### config.mk
export PLATFORM = sky130hd
export DESIGN_NAME = contador_programa
export DESIGN_NICKNAME = d
export VERILOG_FILES = /design/src/rtl/contador_programa.sv
export SDC_FILE = /design/constraint.sdc
export NUM_CORES = 1
export LEC_CHECK = 0
export CORE_AREA = 2 2 95 97
export CTS_BUF_LIST = sky130_fd_sc_hd__clkbuf_8
export DETAILED_ROUTE_END_ITERATION = 8
export DIE_AREA = 0 0 97 99
export DONT_BUFFER_PORTS = 1
export HOLD_SLACK_MARGIN = 0.15
export PLACE_DENSITY = 0.69
export REMOVE_ABC_BUFFERS = 1
export SKIP_LAST_GASP = 1
export SLEW_MARGIN = 5
export SYNTH_ARGS = -nofsm -noshare
export SYNTH_HDL_FRONTEND = slang
export SYNTH_SLANG_ARGS = --single-unit
### constraint.sdc
create_clock -name clk -period 9.5 [get_ports clk]
set_input_delay 2.85 -clock clk [delete_from_list [all_inputs] [get_ports clk]]
set_output_delay 2.85 -clock clk [all_outputs]
set_load 0.01 [all_outputs]
### src/rtl/contador_programa.sv
// contador_programa: 32-bit program counter with SEQ/JUMP/BRANCH/JR/LOAD/HOLD next-address select.
// Define CONTADOR_PROGRAMA_ALIGN_EN to force JR/LOAD targets and RESET_ADDR to word alignment.
module contador_programa #(
  parameter logic [31:0] RESET_ADDR = 32'h0000_0000
) (
  input  logic        clk,
  input  logic        rst,
  output logic [31:0] pc,
  input  logic [2:0]  pc_control,
  input  logic [25:0] jump_address,
  input  logic [15:0] branch_offset,
  input  logic [31:0] reg_address,
  input  logic [31:0] pc_in
);
`ifdef CONTADOR_PROGRAMA_ALIGN_EN
  localparam logic [31:0] TARGET_MASK = 32'hFFFF_FFFC;
`else
  localparam logic [31:0] TARGET_MASK = 32'hFFFF_FFFF;
`endif
  localparam logic [31:0] RESET_VAL = RESET_ADDR & TARGET_MASK;
  logic [31:0] pc_plus4;
  logic [31:0] branch_target;
  logic [31:0] next_pc;
  always_comb begin
    pc_plus4      = pc + 32'd4;
    branch_target = pc_plus4 + {{14{branch_offset[15]}}, branch_offset, 2'b00};
    next_pc = pc_control == 3'b000 ? pc_plus4 :
              pc_control == 3'b001 ? {pc_plus4[31:28], jump_address, 2'b00} :
              pc_control == 3'b010 ? branch_target :
              pc_control == 3'b011 ? reg_address & TARGET_MASK :
              pc_control == 3'b100 ? pc_in & TARGET_MASK :
                                     pc;
  end
  always_ff @(posedge clk or negedge rst)
    if (!rst) pc <= RESET_VAL;
    else      pc <= next_pc;
endmodule

==> results of run 1 <==
[placed cells by master, fill, tap and decap left out, drive strengths merged, types with 11 or more instances in the layout]
cell | Yosys | layout
a31oi | 14 | 14
nand3 | 29 | 29
a21oi | 55 | 55
o21ai | 37 | 37
nor3 | 11 | 11
and3 | 13 | 13
xnor2 | 34 | 34
a21o | 17 | 17
a211oi | 12 | 12
dfrtp | 32 | 32
nor2 | 46 | 46
nand4 | 15 | 15
xor2 | 15 | 15
ha | 37 | 37
nand2 | 67 | 67
[logic make-up (layout without fill, tap and decap cells)]
family          Yosys count  in the layout  share of synthesized area [%]
compound gates          212            212                           30.5
xor+xnor                 49             49                           9.35
fa+ha+maj                38             38                           10.5
buf+inv                  48             21                           4.23
flops                    32             32                           17.5
mux                      14             14                           3.76
simple gates            222            222                           24.2
[report_power, final]
group / leakage (nW) / switching (W) / internal [W] / total (W)
combinational: 1.46 / 0.000239 / 0.000178 / 0.000417
sequential: 0.375 / 0.0000627 / 0.000160 / 0.000223
clock: 0.0541 / 0.0000675 / 0.0000778 / 0.000145
[path summary, 6_finish.rpt]
| path | from | end | cells after the start |
|---|---|---|---|
| max in group asynchronous | rst | pc[26]$_DFFE_PN0P_ | 0 |
| hold reg to reg | pc[1]$_DFFE_PN0P_ | pc[1]$_DFFE_PN0P_ | 2 |
| min in group asynchronous | rst | pc[0]$_DFFE_PN0P_ | 0 |
| setup reg to reg | pc[4]$_DFFE_PN0P_ | pc[30]$_DFFE_PN0P_ | 13 |
| hold / removal | pc[1]$_DFFE_PN0P_ | pc[1]$_DFFE_PN0P_ | 2 |
| setup / recovery | branch_offset[0] | pc[28]$_DFFE_PN0P_ | 10 |
[per-layer routing]
layer	routed length, um	part of all wire (%)	up-vias	GRT usage (%)
li1	-	-	2285	-
met1	6740	40	2366	45.4
met2	7580	45	321	53.8
met3	1890	11	43	6.52
met4	467	2.8	0	11.5
met5	0	0	-	0
[worst register-to-register path: stages, from the launching register on]
cell and delay [ps]:
dfrtp_1 560, and4_1 400, and4_4 330, and4_1 220
xor2_1 280, ha_1 390, a21oi_1 230, o21ai_0 180
a221oi_1 390, nand3b_1 110, o21ai_0 490, o21ai_0 270
nand3b_1 140, o211ai_1 90
[area by class of cell]
class	instances	area [um^2]	area share, %
Sequential cell	32	801	17.0
Clock inverter	3	42.5	0.906
Multi-Input combinational cell	535	3590	76.5
Timing Repair Buffer	2	15.0	0.320
Tap cell	108	135	2.88
Clock buffer	5	68.8	1.47
Inverter	11	41.3	0.879
[per-stage QoR]
step / hold slack (ps) / cells / setup WS [ps] / utilization [%]
global route: 641 / 696 / 4300 / 54.9
global placement: 611 / 688 / 4300 / 53.6
detailed placement: 614 / 688 / 4200 / 53.6
floorplan: 583 / 578 / 4590 / -
finish: 622 / 696 / 4470 / 54.9
CTS: 625 / 696 / 4510 / 54.9
==> metrics.md, run 1 <==
| Metric | Value |
|---|---|
| Outcome | finished clean |
| Post-synth EDFFs | 0 |
| Post-DR wirelength/cell | 24.0 um |
| Post-synth top area share | 17.5% |
| Placed Area | 0.00459 mm^2 |
| Peak supply drop | 0.0716 mV |
| H-tree depth | 2 |
| Post-synthesis cell area | 0.00459 mm^2 |
| Fmax achieved | 199 MHz |
| Vias in the first global route | 4718 |
| IO buf count | 0 |
| Tmin final | 5030 ps |
| Hold_buf cts | 0 |
| Cell count after synthesis | 615 |
| Grt ovf | 0 |
| Die Height | 99 um |
| Final Cycle Share | 52.9% |
| Crit path kind | input pin to flop |
| Antenna diodes | 0 |
| Hold WC Path Type | flop to flop |
| Relative slew slack | 25.5% |
| Crit-path max cell delay | 490 ps |
| Fill cell count | 827 |
| Largest register FFs | 32 |
| Initial antenna violation count | 0 |
| Largest regs | pc: 32 flops |
| CTS sink count | 32 |
| Global-route wire length before repair | 25.6 mm |
| Via count | 5015 |
| Initial drt markers | 502 |
| Drt drc | 0 |
| Vias per cell | 7.21 |
| Leading area contributor after synthesis | dfrtp_1 |
| Cell with the largest stage delay on the worst path | or4_1 |
| Reg2Reg Setup Slack | 5300 ps |
| P&R area growth vs syn | 2.37% |
| Root Buffer | clkbuf_8 |
| CP bufs+invs | 0 |
| Post-CTS sizing | 0 |
| Core ar. | 0.00855 mm^2 |
| Largest net degree at the start of global routing | 57 |
| Layout cell share with drive strength beyond 1 | 4.25% |
| CTS tree | yes |
| Reg clk slew, reported paths | 90 ps |
| Final ANT Viol Nets | 0 |
| Warnings from Yosys | 0 |
| Leakage | 1.89 nW |
| Clock buffer count from CTS | 5 |
| Main synth FF type | dfrtp_1 |
| Final instance area | 0.00470 mm^2 |
| Cell family contributing the most delay on the critical path | compound AO/OA/AOI/OAI gates |
| Sequential-to-total area share from yosys stat | 17.5% |
| Postcts setup bufs | 0 |
| Setup Viol. Count Final | 0 |
| Critical-path cell list | ha_1, fa_1, a21o_1, nand4_1, a21boi_1, nor2_1, o31ai_1, a211oi_1, or4_1, nand3_1 |
| Top cells by count, synth | nand2_1, a21oi_1, nor2_1 |
| Startpoint Class | input pin |
| Skew-Pair Late Insertion Delay | 300 ps |
| Setup TNS | 0 ps |
| Critical path fanouts, max | 4 |
| Final-report hold violation count | 0 |
| RePlAce Congestion | 1.06 |
| Die Area | 0.00960 mm^2 |
| Chip Width | 97 um |
| Max Cap Viol | 0 |
| RSZ-0062 raised after global routing | false |
| Initial Utilization | 53.7% |
| Pwr Total | 0.000785 W |
| Distinct cells, synth | 64 |
| Final WL | 16.7 mm |
| Top reg by flops | pc |
| Drt pass-1 iters | 5 |
| Number of I/O pins | 143 |
| Most common cell in the netlist | nand2_1 |
| Slew Limit Fails | 0 |
| Syn avg cell area | 7.46 um^2 |
| Post-synth ARST share | 100% |
| Post-DP HPWL | 12.3 mm |
| P per Cell Area | 167 mW/mm^2 |
| WP data arrival | 5270 ps |
| # rows | 34 |
| Aggregate global-route resource usage | 33.5% |
| Seq cells post-synth | 32 |
| Kind of end point of the critical path | flop |
| CTS Buffer Depth | 2 |
| Synth top area cells | dfrtp_1, ha_1, xnor2_1 |
| Layout Nets | 736 |
| Setup Skew | 5.92 ps |
| Crit path required time | 9740 ps |
| Slew @ Worst Pin | 1110 ps |
Note: power is estimated with default switching activity, not from simulation.
==> inputs of run 2 (changes only) <==
==> constraint.sdc (replaced) <==
create_clock -name clk -period 4.9 [get_ports clk]
set_input_delay 1.47 -clock clk [delete_from_list [all_inputs] [get_ports clk]]
set_output_delay 1.47 -clock clk [all_outputs]
set_load 0.01 [all_outputs]
==> metrics.md, run 2 (synthesis gave the netlist of run 1 again) <==
| Metric | Value |
|---|---|
| Finished Layout Cells | 703 (+1.0%) |
| IO buf count | 0 (unchanged) |
| RePlAce Congestion | 1.01 (-4.0%) |
| Initial Utilization | 53.7% (unchanged) |
| Peak supply drop | 0.162 mV (+130%) |
| Largest net degree at the start of global routing | 57 (unchanged) |
| Slew @ Worst Pin | 872 ps (-241 ps) |
| Leakage | 1.92 nW (+1.8%) |
| Kind of end point of the critical path | flop |
| Startpoint Class | flop |
| Crit path kind | flop to flop |
| Dpl cells | 695 (+1.0%) |
| H-tree depth | 2 (unchanged) |
| WP data arrival | 4120 ps (-1150 ps) |
| Skew-Pair Late Insertion Delay | 290 ps (about the same) |
| Setup TNS | 0 ps (unchanged) |
| Post-CTS sizing | 0 (unchanged) |
| Drt drc | 0 (unchanged) |
| Chip Width | 97 um (unchanged) |
| Drt pass-1 iters | 6 (+1) |
| Vias per cell | 7.20 (about the same) |
| Via count | 5065 (+1.0%) |
| Layout cell share with drive strength beyond 1 | 5.38% (+1.1 points) |
| P&R area growth vs syn | 3.52% |
| Met1 wire length | 6.85 mm (+1.7%) |
| Commonest cells after routing, fill and taps aside | nand2_1, a21oi_1, nor2_1, ha_1, o21ai_0 |
| Post-DP HPWL | 12.6 mm (+2.5%) |
| Grt ovf | 0 (unchanged) |
| Die Height | 99 um (unchanged) |
| Pwr Total | 0.00153 W (+95%) |
| WL met3 | 1.86 mm (-1.9%) |
| Setup Viol. Count Final | 0 (unchanged) |
| P per Cell Area | 323 mW/mm^2 (+93%) |
| Layout Nets | 743 (+0.95%) |
| Met2 routed WL | 7.55 mm (-0.32%) |
| Final-report hold violation count | 0 (unchanged) |
| Max Cap Viol | 0 (unchanged) |
| Final Cycle Share | 80.5% |
| Reg clk slew, reported paths | 90 ps (about the same) |
| Largest regs | pc: 32 flops |
| Relative slew slack | 41.7% (+16 points) |
| CTS Buffer Depth | 2 (unchanged) |
| Die Area | 0.00960 mm^2 (unchanged) |
| Reg2Reg Depth | 11 (-2) |
| RSZ-0062 raised after global routing | false |
| Top reg by flops | pc |
| Vias in the first global route | 4692 (-0.55%) |
| # rows | 34 (unchanged) |
| Clock buffer count from CTS | 5 (unchanged) |
| Critical path fanouts, max | 8 (+4) |
| Crit path required time | 5070 ps (-4670 ps) |
| Most common cell after layout, fill and taps aside | nand2_1 |
| Hold_buf cts | 0 (unchanged) |
| Min-Delay Path Depth | 2 (unchanged) |
| Root Buffer | clkbuf_8 |
| Top sig layer | met4 |
| Fmax achieved | 253 MHz |
| Final ANT Viol Nets | 0 (unchanged) |
| Global-route wire length before repair | 26.2 mm (+2.1%) |
| Outcome | finished clean |
| CTS tree | yes |
| Largest register FFs | 32 (unchanged) |
| Hold WC Path Type | flop to flop |
| Setup Skew | 11.5 ps (+5.58 ps) |
| Aggregate global-route resource usage | 34.0% (+0.45 points) |
| CTS sink count | 32 (unchanged) |
| Final WL | 16.9 mm (+1.3%) |
| Antenna diodes | 0 (unchanged) |
| Postcts setup bufs | 0 (unchanged) |
| Initial drt markers | 485 (-3.4%) |
| Tmin final | 3950 ps |
| Core ar. | 0.00855 mm^2 (unchanged) |
| Initial antenna violation count | 0 (unchanged) |
| Number of I/O pins | 143 (unchanged) |
| Slew Limit Fails | 0 (unchanged) |
| Post-DR wirelength/cell | 24.0 um (+0.29%) |
-- run 2: cell count changes in the layout (fill, tap and decap cells not counted), sizes merged --
cell / delta
buf: +7
-- run 2: area by class of cell --
class                           instances  area, um^2
Sequential cell                        32         801
Timing Repair Buffer                    9        67.6
Tap cell                              108         135
Clock inverter                          3        42.5
Clock buffer                            5        68.8
Inverter                               11        41.3
Multi-Input combinational cell        535        3590
Fill cell                             831        3800
-- run 2: critical path, stage by stage (launching register included) --
cell      delay [ps]
dfrtp_1          560
and4_1           410
nand4_1          160
xnor2_1          200
ha_1             470
nand3_1          170
o211ai_1         370
a221oi_1         210
or3_1            440
a31oi_1          430
nor2_1           110
a211o_1          290
-- run 2: routing by layer --
metal  vias up  global-route usage, %
li1       2294                      -
met5         -                      0
met2       330                   54.1
met3        61                   7.02
met1      2380                   46.1
met4         0                   11.6
-- run 2: final timing paths --
check	to	slack, ps	start
setup / recovery	pc[29]$_DFFE_PN0P_	950	pc[4]$_DFFE_PN0P_
hold reg to reg	pc[0]$_DFFE_PN0P_	630	pc[0]$_DFFE_PN0P_
min in group asynchronous	pc[3]$_DFFE_PN0P_	860	rst
hold / removal	pc[0]$_DFFE_PN0P_	630	pc[0]$_DFFE_PN0P_
setup reg to reg	pc[29]$_DFFE_PN0P_	950	pc[4]$_DFFE_PN0P_
max in group asynchronous	pc[26]$_DFFE_PN0P_	3940	rst
-- run 2: power by group --
group | internal [W] | switching (W) | total (W) | leakage, nW
clock | 0.000151 | 0.000117 | 0.000268 | 0.0541
sequential | 0.000310 | 0.000129 | 0.000439 | 0.375
combinational | 0.000349 | 0.000477 | 0.000826 | 1.49
-- run 2: metrics by stage --
| stage | area, um^2 | worst slack (ps) | hold WS, ps | util (%) |
|---|---|---|---|---|
| 2_1_floorplan | 4440 | 1370 | 583 | - |
| 3_3_place_gp | 4640 | 1010 | 605 | 54.2 |
| 3_5_place_dp | 4640 | 932 | 620 | 54.2 |
| 4_1_cts | 4750 | 1060 | 631 | 55.5 |
| 5_1_grt | 4750 | 707 | 658 | 55.5 |
| 6_report | 4750 | 954 | 628 | 55.5 |
==> inputs of run 3 (changes only) <==
--- a/config.mk
+++ b/config.mk
@@ -11,7 +11,7 @@
 export DIE_AREA = 0 0 97 99
 export DONT_BUFFER_PORTS = 1
 export HOLD_SLACK_MARGIN = 0.15
-export PLACE_DENSITY = 0.69
+export PLACE_DENSITY = 0.72
 export REMOVE_ABC_BUFFERS = 1
 export SKIP_LAST_GASP = 1
 export SLEW_MARGIN = 5
==> constraint.sdc (replaced) <==
create_clock -name clk -period 3.2 [get_ports clk]
set_input_delay 0.96 -clock clk [delete_from_list [all_inputs] [get_ports clk]]
set_output_delay 0.96 -clock clk [all_outputs]
set_load 0.01 [all_outputs]
==> metrics.md, run 3 (synthesis gave the netlist of run 1 again) <==
| Metric | Value |
|---|---|
| Outcome | finished with violations |
| Violated checks | negative setup slack |
| Relative slew slack | 59.6% (+18 points) |
| Final instance area | 0.00631 mm^2 (+33%) |
| Crit-path max cell delay | 540 ps (-20 ps) |
| Aggregate global-route resource usage | 38.3% (+4.3 points) |
| Placed Area | 0.00555 mm^2 (+20%) |
| Slew @ Worst Pin | 604 ps (-268 ps) |
| Commonest cells after routing, fill and taps aside | buf_4, nand2_1, nor2_1, a21oi_1, dfrtp_1 |
| Pwr Total | 0.00303 W (+98%) |
| Number of I/O pins | 143 (unchanged) |
| Most common cell after layout, fill and taps aside | buf_4 |
| Clock share of power | 11.1% (-6.4 points) |
| Tmin final | 3360 ps (-587 ps) |
| Max Cap Viol | 0 (unchanged) |
| Hold WC Path Type | input pin to asynchronous set/reset pin |
| Cell family contributing the most delay on the critical path | simple AND/OR/NAND/NOR gates |
| Startpoint Class | flop |
| Grt ovf | 0 (unchanged) |
| FF/Latch Area | 801 um^2 (unchanged) |
| Hold_buf cts | 0 (unchanged) |
| Die Area | 0.00960 mm^2 (unchanged) |
| Cell with the largest stage delay on the worst path | or4_4 |
| Final WL | 19.6 mm (+16%) |
| WP data arrival | 3540 ps (-580 ps) |
| Critical path fanouts, max | 5 (-3) |
| Largest regs | pc: 32 flops |
| P&R area growth vs syn | 37.6% |
| P per Cell Area | 480 mW/mm^2 (+49%) |
| Setup TNS | -297 ps (-297 ps) |
| Final Cycle Share | 105% (+24 points) |
| Setup Skew | 5.64 ps (-5.86 ps) |
| Drt drc | 0 (unchanged) |
| Switching fraction of total power | 44.8% (-2.4 points) |
| Kind of end point of the critical path | flop |
| Global-route wire length before repair | 29.5 mm (+13%) |
| Core ar. | 0.00855 mm^2 (unchanged) |
| Crit path kind | flop to flop |
| Layout Nets | 880 (+18%) |
| Vias in the first global route | 5550 (+18%) |
| Combinational group share of total power | 70.3% (+16 points) |
| Critical-path cell list | and4_4, and4_4, and2_4, nand4_1, xnor2_2, ha_4, nand4_1, or4_4, o31ai_4, a21oi_4, a21oi_2, o22a_1, mux2i_1, or2_1 |
| Post-DP HPWL | 14.0 mm (+11%) |
| Fill cell count | 637 (-23%) |
| Peak supply drop | 0.255 mV (+58%) |
| CP bufs+invs | 0 (unchanged) |
| H-tree depth | 2 (unchanged) |
| Fmax achieved | 298 MHz (+17%) |
| Chip Width | 97 um (unchanged) |
| Via count | 5840 (+15%) |
| Reg clk slew, reported paths | 70 ps (-20 ps) |
| Largest register FFs | 32 (unchanged) |
| Cell Int Power | 0.00167 W (+110%) |
| Initial drt markers | 649 (+34%) |
| Skew-Pair Late Insertion Delay | 300 ps (about the same) |
| IO buf count | 0 (unchanged) |
| Post-Place Worst Slack | -277 ps (-1210 ps) |
| Crit path required time | 3380 ps (-1690 ps) |
| Area taken by multi-input logic gates | 0.00414 mm^2 (+15%) |
| Slew Limit Fails | 0 (unchanged) |
| Layout cell share with drive strength beyond 1 | 33.6% (+28 points) |
| Drt pass-1 iters | 5 (-1) |
| # rows | 34 (unchanged) |
| CTS sink count | 32 (unchanged) |
| Initial Utilization | 53.7% (unchanged) |
| Sw power | 0.00136 W (+88%) |
| Root Buffer | clkbuf_8 |
| Final ANT Viol Nets | 0 (unchanged) |
| CTS Buffer Depth | 2 (unchanged) |
| Top reg by flops | pc |
| Post-route setup slack | -159 ps (-1110 ps) |
| RSZ-0062 raised after global routing | true |
| CTS tree | yes |
| Clock buffer count from CTS | 5 (unchanged) |
| Seq pwr share | 18.6% (-10 points) |
| Largest net degree at the start of global routing | 57 (unchanged) |
| RePlAce Congestion | 1.01 (-0.35%) |
| Post-DR wirelength/cell | 23.3 um (-3.1%) |
| Final-report hold violation count | 0 (unchanged) |
| Initial antenna violation count | 1 (+1) |
| Setup Viol. Count Final | 4 (+4) |
| Vias per cell | 6.94 (-3.6%) |
| Leakage | 2.77 nW (+44%) |
| Die Height | 99 um (unchanged) |
| Reg2Reg Setup Slack | -160 ps (-1110 ps) |
| Hold WS | 351 ps (-277 ps) |
==> run 3: stage by stage <==
| step | util [%] | instances |
|---|---|---|
| after floorplan | - | 578 |
| after global placement | 65.0 | 817 |
| after detailed placement | 65.0 | 817 |
| after CTS | 68.0 | 828 |
| after global routing | 73.8 | 841 |
| final | 73.8 | 841 |
==> run 3: worst register-to-register path, delay by kind of cell (launching register included) <==
kind	cells	cell delay, ps
flip-flops	1	370
adder cells (fa/ha/maj)	1	310
AND/OR/NAND/NOR	7	1760
multiplexers	1	70
XOR/XNOR	1	190
AO/OA/AOI/OAI	4	550
==> run 3: timing repair <==
action                     CTS  global route
pin swaps                   21            43
setup buffers                3            12
setup endpoints to repair   12            19
gates resized for setup     34            71
hold endpoints to repair     0             0
==> run 3: power by group through the flow <==
stage,sequential (W),combinational (W),clock [W]
5_1_grt,0.000569,0.00226,0.000354
3_5_place_dp,0.000563,0.00175,0
3_3_place_gp,0.000558,0.00171,0
4_1_cts,0.000560,0.00183,0.000336
6_report,0.000564,0.00213,0.000338
2_1_floorplan,0.000615,0.000963,0
==> run 3: final cells by class <==
type                       count  share of cell area, %
clock buffer                   6                   1.31
timing repair buffer         146                   17.4
sequential                    32                   12.7
tap                          108                   2.14
multi-input combinational    535                   65.6
antenna                        1                 0.0396
inverter                      11                  0.654
clock inverter                 2                  0.159
==> run 3: layer usage <==
| layer | up-vias | share of wire (%) | GRT usage (%) |
|---|---|---|---|
| li1 | 2563 | - | - |
| met1 | 2753 | 38 | 49.1 |
| met2 | 424 | 45 | 62.6 |
| met3 | 100 | 12 | 9.29 |
| met4 | 0 | 5.6 | 15.1 |
| met5 | - | 0 | 0 |
==> run 3: worst paths after layout <==
check,to,from,cells after the start
max,pc[31]$_DFFE_PN0P_,pc[8]$_DFFE_PN0P_,14
min,pc[9]$_DFFE_PN0P_,rst,0
max reg2reg,pc[31]$_DFFE_PN0P_,pc[8]$_DFFE_PN0P_,14
min reg2reg,pc[1]$_DFFE_PN0P_,pc[1]$_DFFE_PN0P_,2
max in group asynchronous,pc[1]$_DFFE_PN0P_,rst,0
min in group clk,pc[1]$_DFFE_PN0P_,pc[1]$_DFFE_PN0P_,2
